<file path="src/rtl/cla_pkg.sv">
// Shared constants and types for the carry-lookahead adder pipeline.
package cla_pkg;

   localparam int unsigned GROUP = 4;
   localparam int unsigned WIDTH = 8;
   localparam int unsigned NGRP  = WIDTH / GROUP;

   typedef struct packed {
      logic [WIDTH-1:0] p;
      logic [WIDTH-1:0] g;
      logic             cin;
      logic [NGRP-1:0]  gp;
      logic [NGRP-1:0]  gg;
   } pg_beat_t;

   typedef enum logic [1:0] {
      EMPTY = 2'd0,
      ONE   = 2'd1,
      FULL  = 2'd2
   } skid_state_t;

endpackage

</file>
<file path="src/rtl/cla_group_pg.sv">
// 4-bit group propagate/generate; reused by the second-level lookahead.
module cla_group_pg
   import cla_pkg::*;
(
   input  logic [GROUP-1:0] p,
   input  logic [GROUP-1:0] g,
   output logic             gp_c,
   output logic             gg_c
);

   assign gp_c = p[3] & p[2] & p[1] & p[0];
   assign gg_c = g[3]
               | (p[3] & g[2])
               | (p[3] & p[2] & g[1])
               | (p[3] & p[2] & p[1] & g[0]);

endmodule

</file>
<file path="src/rtl/cla_pg_stage.sv">
// Registered p/g front-end for the 8-bit CLA with a 2-entry skid buffer.
module cla_pg_stage
   import cla_pkg::*;
(
   input  logic             clk,
   input  logic             rst_n,
   input  logic             in_valid,
   output logic             in_ready,
   input  logic [WIDTH-1:0] a,
   input  logic [WIDTH-1:0] b,
   input  logic             cin,
   output logic             out_valid,
   input  logic             out_ready,
   output logic [WIDTH-1:0] p_out,
   output logic [WIDTH-1:0] g_out,
   output logic             cin_out,
   output logic [NGRP-1:0]  gp_out,
   output logic [NGRP-1:0]  gg_out
);

   logic [WIDTH-1:0] p_c;
   logic [WIDTH-1:0] g_c;
   logic [NGRP-1:0]  gp_c;
   logic [NGRP-1:0]  gg_c;
   pg_beat_t         beat_c;

   skid_state_t state;
   skid_state_t next_state;
   pg_beat_t    main_q;
   pg_beat_t    skid_q;
   logic        in_xfer_c;
   logic        out_xfer_c;
   logic        load_main_c;
   logic        main_from_skid_c;
   logic        load_skid_c;

   assign p_c = a ^ b;
   assign g_c = a & b;

   for (genvar k = 0; k < int'(NGRP); k++) begin : g_grp
      cla_group_pg u_grp (
         .p    (p_c[k*GROUP +: GROUP]),
         .g    (g_c[k*GROUP +: GROUP]),
         .gp_c (gp_c[k]),
         .gg_c (gg_c[k])
      );
   end

   assign beat_c = '{p: p_c, g: g_c, cin: cin, gp: gp_c, gg: gg_c};

   assign in_xfer_c  = in_valid & in_ready;
   assign out_xfer_c = out_valid & out_ready;

   // State register; the handshake flags are precomputed from next_state.
   always_ff @(posedge clk or negedge rst_n) begin
      if (!rst_n) begin
         state     <= EMPTY;
         out_valid <= 1'b0;
         in_ready  <= 1'b1;
      end else begin
         state     <= next_state;
         out_valid <= (next_state != EMPTY);
         in_ready  <= (next_state != FULL);
      end
   end

   always_comb begin
      next_state       = state;
      load_main_c      = 1'b0;
      main_from_skid_c = 1'b0;
      load_skid_c      = 1'b0;
      case (state)
         EMPTY: begin
            if (in_xfer_c) begin
               next_state  = ONE;
               load_main_c = 1'b1;
            end
         end
         ONE: begin
            if (in_xfer_c && out_xfer_c) begin
               load_main_c = 1'b1;
            end else if (in_xfer_c) begin
               next_state  = FULL;
               load_skid_c = 1'b1;
            end else if (out_xfer_c) begin
               next_state = EMPTY;
            end
         end
         FULL: begin
            if (out_xfer_c) begin
               next_state       = ONE;
               main_from_skid_c = 1'b1;
            end
         end
         default: next_state = EMPTY;
      endcase
   end

   // Payload storage: main drives the outputs, skid absorbs one stalled beat.
   always_ff @(posedge clk or negedge rst_n) begin
      if (!rst_n) begin
         main_q <= '0;
         skid_q <= '0;
      end else begin
         if (load_main_c) begin
            main_q <= beat_c;
         end else if (main_from_skid_c) begin
            main_q <= skid_q;
         end
         if (load_skid_c) begin
            skid_q <= beat_c;
         end
      end
   end

   assign p_out   = main_q.p;
   assign g_out   = main_q.g;
   assign cin_out = main_q.cin;
   assign gp_out  = main_q.gp;
   assign gg_out  = main_q.gg;

endmodule

</file>
<file path="config.mk">
export PLATFORM = sky130hd
export DESIGN_NAME = cla_pg_stage
export DESIGN_NICKNAME = d
export VERILOG_FILES = /design/src/rtl/cla_pkg.sv /design/src/rtl/cla_group_pg.sv /design/src/rtl/cla_pg_stage.sv
export SDC_FILE = /design/constraint.sdc
export NUM_CORES = 1
export LEC_CHECK = 0
export BUFFER_PORTS_ARGS = -buffer_cell sky130_fd_sc_hd__clkbuf_2
export CAP_MARGIN = 20
export CORE_MARGIN = 10
export CORE_UTILIZATION = 30
export DETAILED_ROUTE_END_ITERATION = 6
export PLACE_DENSITY = 0.53
export SLEW_MARGIN = 20
export SYNTH_ARGS = -nofsm -noshare
export SYNTH_HDL_FRONTEND = slang
export SYNTH_SLANG_ARGS = --single-unit
export TNS_END_PERCENT = 1
</file>
<file path="constraint.sdc">
create_clock -name clk -period 1.9 [get_ports clk]
set_clock_uncertainty 0.05 [all_clocks]
set_input_delay 0.38 -clock clk [delete_from_list [all_inputs] [get_ports clk]]
set_output_delay 0.38 -clock clk [all_outputs]
set_load 0.01 [all_outputs]
</file>
==> reports/metrics.json <==
{
  "critical_path": {
    "startpoint_type": "register",
    "critPathRequiredTime_ps": 2030,
    "timing.rr.start": "in_ready$_DFF_PN1_",
    "critical_path.max_fanout": 13,
    "regToRegEndpoint": "gp_out[0]$_DFFE_PN0P_",
    "timing.critical_path.arrival_ps": 1920,
    "worst-r2r-cell-count": 4,
    "cp-endpoint": "gp_out[0]$_DFFE_PN0P_",
    "reg2reg_setup_slack_ps": 110,
    "timing.critical_path.from": "in_ready$_DFF_PN1_",
    "timing.critical_path.to_type": "register",
    "setup.worst_path.class": "reg -> reg"
  },
  "floorplan": {
    "rows": 30,
    "total_die_area_um2": 10750,
    "dieHeight_um": 103.7,
    "fp.coreArea_um2": 6794,
    "design.portCount": 44,
    "die_x_um": 103.7,
    "initial_utilization_pct": 30.94
  },
  "detailed_routing": {
    "viasPerCell": 4.745,
    "route.detailed.drc": 0,
    "vias": 1414,
    "wire_per_inst_um": 15.98,
    "drt_iter0_drc": 39,
    "ant_nets": 0,
    "drt_pass1_iterations": 4,
    "wirelength_mm": 4.763
  },
  "clocking": {
    "cts_setup_buffers": 0,
    "cts.repair.resized": 0,
    "cts-hold-fix-buffers": 0,
    "cts.reportedPaths.clkPinSlew_ps": 80,
    "total_number_of_clock_tree_sinks": 46,
    "clock_insertion_delay_worst_skew_ps": 290,
    "cts_buffers": 5,
    "cts_root_buffer": "clkbuf_8",
    "clockBufferDepth": 2,
    "htreeDepth": 2,
    "cts_tree": "built"
  },
  "run_status": {
    "status": "complete, no violations"
  },
  "sta": {
    "max_freq_ghz": 0.5579,
    "period_share_pct": 94.33,
    "max_slew_margin_pct": 72.85,
    "rsz0062_at_grt": "no",
    "setup_ws_ps": 107.7,
    "final-setup-viol-count": 0,
    "tightestPinTransition_ps": 407.2,
    "aggregate_negative_setup_slack_ps": 0,
    "slew_violations": 0,
    "timing_hold_violations_final": 0,
    "timing.final.crit_period_ps": 1792,
    "finalHoldWorstSlack_ps": 4.293
  },
  "pwr": {
    "power.internal_mw": 2.458,
    "power.switching_mw": 1.240,
    "pwr-share-clk_pct": 15.3,
    "ir_worst_vdd_v": 0.0007299,
    "share_comb_of_total_power_pct": 39.0,
    "part_of_the_total_power_dissipated_in_sequential_elements_pct": 45.7,
    "power_leakage_nw": 1.218,
    "swShare_pct": 33.54,
    "power_density_nw_per_um2": 1469,
    "p_total_mw": 3.699
  },
  "yosys": {
    "synth.ff_latch_count": 46,
    "syn_inst": 153,
    "synthesized_area_divided_by_synthesized_cell_count_um2": 13.74,
    "yosysWarningCount": 0,
    "mappedNetlistArea_um2": 2102,
    "sequential_fraction_of_the_synthesis_area_pct": 54.82,
    "synth_cell_type_count": 31,
    "net_count_after_synthesis": 182
  },
  "placement": {
    "placement.cell_area_um2": 2437,
    "place_ws_ps": 121.6,
    "port-buffer-count": 43,
    "place.detailed.hpwl_mm": 3.427,
    "global_placer_s_final_weighted_congestion": 0.7401
  },
  "global_routing": {
    "pin_count_of_the_biggest_net_entering_global_routing": 47,
    "grt_pass1_wl_mm": 7.817,
    "via_count_of_the_first_global_routing_pass": 1451,
    "groute.usage.overall_pct": 8.582,
    "gr-total-overflow": 0,
    "antenna_found_initial": 0
  },
  "final_layout": {
    "net_count_reported_at_finish": 230,
    "areaGrowthSynthToFinish_pct": 19.76,
    "fin_area_um2": 2517,
    "post_route_cells_drive_above_1_share_pct": 43.56,
    "n_antenna_cell": 0
  },
  "hold_path": {
    "min_path_type": "in -> async"
  },
  "flow_run": {
    "timing.max_cap.violations": 0
  }
}
[worst max-delay path, cell delays in order, from the launching register on]
cell and delay [ps]:
dfstp_2 560, nand2_1 120, o32a_1 370, buf_4 200
a221o_2 390
[metal layers]
layer	part of all wire [%]	wire length [um]	vias to the layer above	track usage [%]
met1	50	2379	681	12.12
met4	0.34	16	0	2.087
li1	-	-	686	-
met3	5.8	275	3	2.974
met2	44	2091	44	12.12
met5	0	0	-	0
[logic make-up after synthesis]
logic type	after synthesis	share of synthesized area, %
flops	46	54.82
compound gates	36	15.48
simple gates	30	9.048
mux	24	12.56
buf+inv	9	3.333
fa+ha+maj	8	4.762
[power by group through the flow]
stage / sequential, mW / combinational, mW / clock (mW)
6_report: 1.69 / 1.44 / 0.566
5_1_grt: 1.75 / 1.59 / 0.632
4_1_cts: 1.69 / 1.48 / 0.594
3_5_place_dp: 1.71 / 1.47 / 0
3_3_place_gp: 1.70 / 1.46 / 0
2_1_floorplan: 1.75 / 0.931 / 0
[sequential cells by signal (all words and copies together), names as in the netlist]
signal / flops
state: 2
cin_out: 1
skid_q: 21
gg_out: 2
gp_out: 2
p_out: 8
out_valid: 1
in_ready: 1
g_out: 8
[how the worst min path moves through the flow]
stage,from,end,cells after the start
6_report,rst_n,p_out[1]$_DFFE_PN0P_,2
5_1_grt,rst_n,p_out[2]$_DFFE_PN0P_,2
4_1_cts,rst_n,p_out[1]$_DFFE_PN0P_,2
3_5_place_dp,rst_n,p_out[1]$_DFFE_PN0P_,2
3_3_place_gp,rst_n,p_out[2]$_DFFE_PN0P_,2
2_1_floorplan,rst_n,cin_out$_DFFE_PN0P_,0
[Yosys cell counts, drive strengths merged]
library cell / count / area share (%)
a41o: 1 / 0.48
and4: 1 / 0.42
dfstp: 1 / 1.3
a21oi: 5 / 1.2
clkbuf: 1 / 0.18
dfrtp: 45 / 54
a21o: 2 / 0.71
and4b: 1 / 0.54
a221oi: 1 / 0.42
and2: 21 / 6.3
o32a: 1 / 0.48
nor3: 1 / 0.24
buf: 8 / 3.2
a31oi: 2 / 0.60
mux2: 19 / 10
a221o: 19 / 9.6
ha: 8 / 4.8
nand2b: 1 / 0.30
and3: 1 / 0.30
o22ai: 1 / 0.30
and3b: 1 / 0.42
nand2: 3 / 0.54
o21a: 1 / 0.36
a21boi: 1 / 0.89
mux2i: 5 / 2.4
o21ai: 2 / 0.48
[stage by stage]
step,cells,utilization (%)
finish,298,37.05
global route,298,37.05
CTS,298,37.05
detailed placement,290,35.87
global placement,290,35.87
floorplan,153,-
[cell usage in the layout, fill, tap and decap left out, types with 2 or more instances in the layout]
cell      synthesis  layout
a21o_1            2       2
a21oi_1           5       5
a221o_1          10      10
a221o_2           9       9
a31oi_1           2       2
and2_1           20      20
buf_4             4       6
clkbuf_1          1       3
clkbuf_2          0      43
clkbuf_8          0       5
dfrtp_1          45      45
ha_1              8       8
mux2_2           19      19
mux2i_1           5       5
nand2_1           3       3
o21ai_0           2       2
[cell type report]
type	instances	area, um^2
Fill cell	692	4277
Sequential cell	46	1152
Multi-Input combinational cell	98	884.6
Timing Repair Buffer	50	280.3
Tap cell	96	120.1
Clock buffer	8	80.08
No activity file was read; power rests on OpenSTA's default activity.
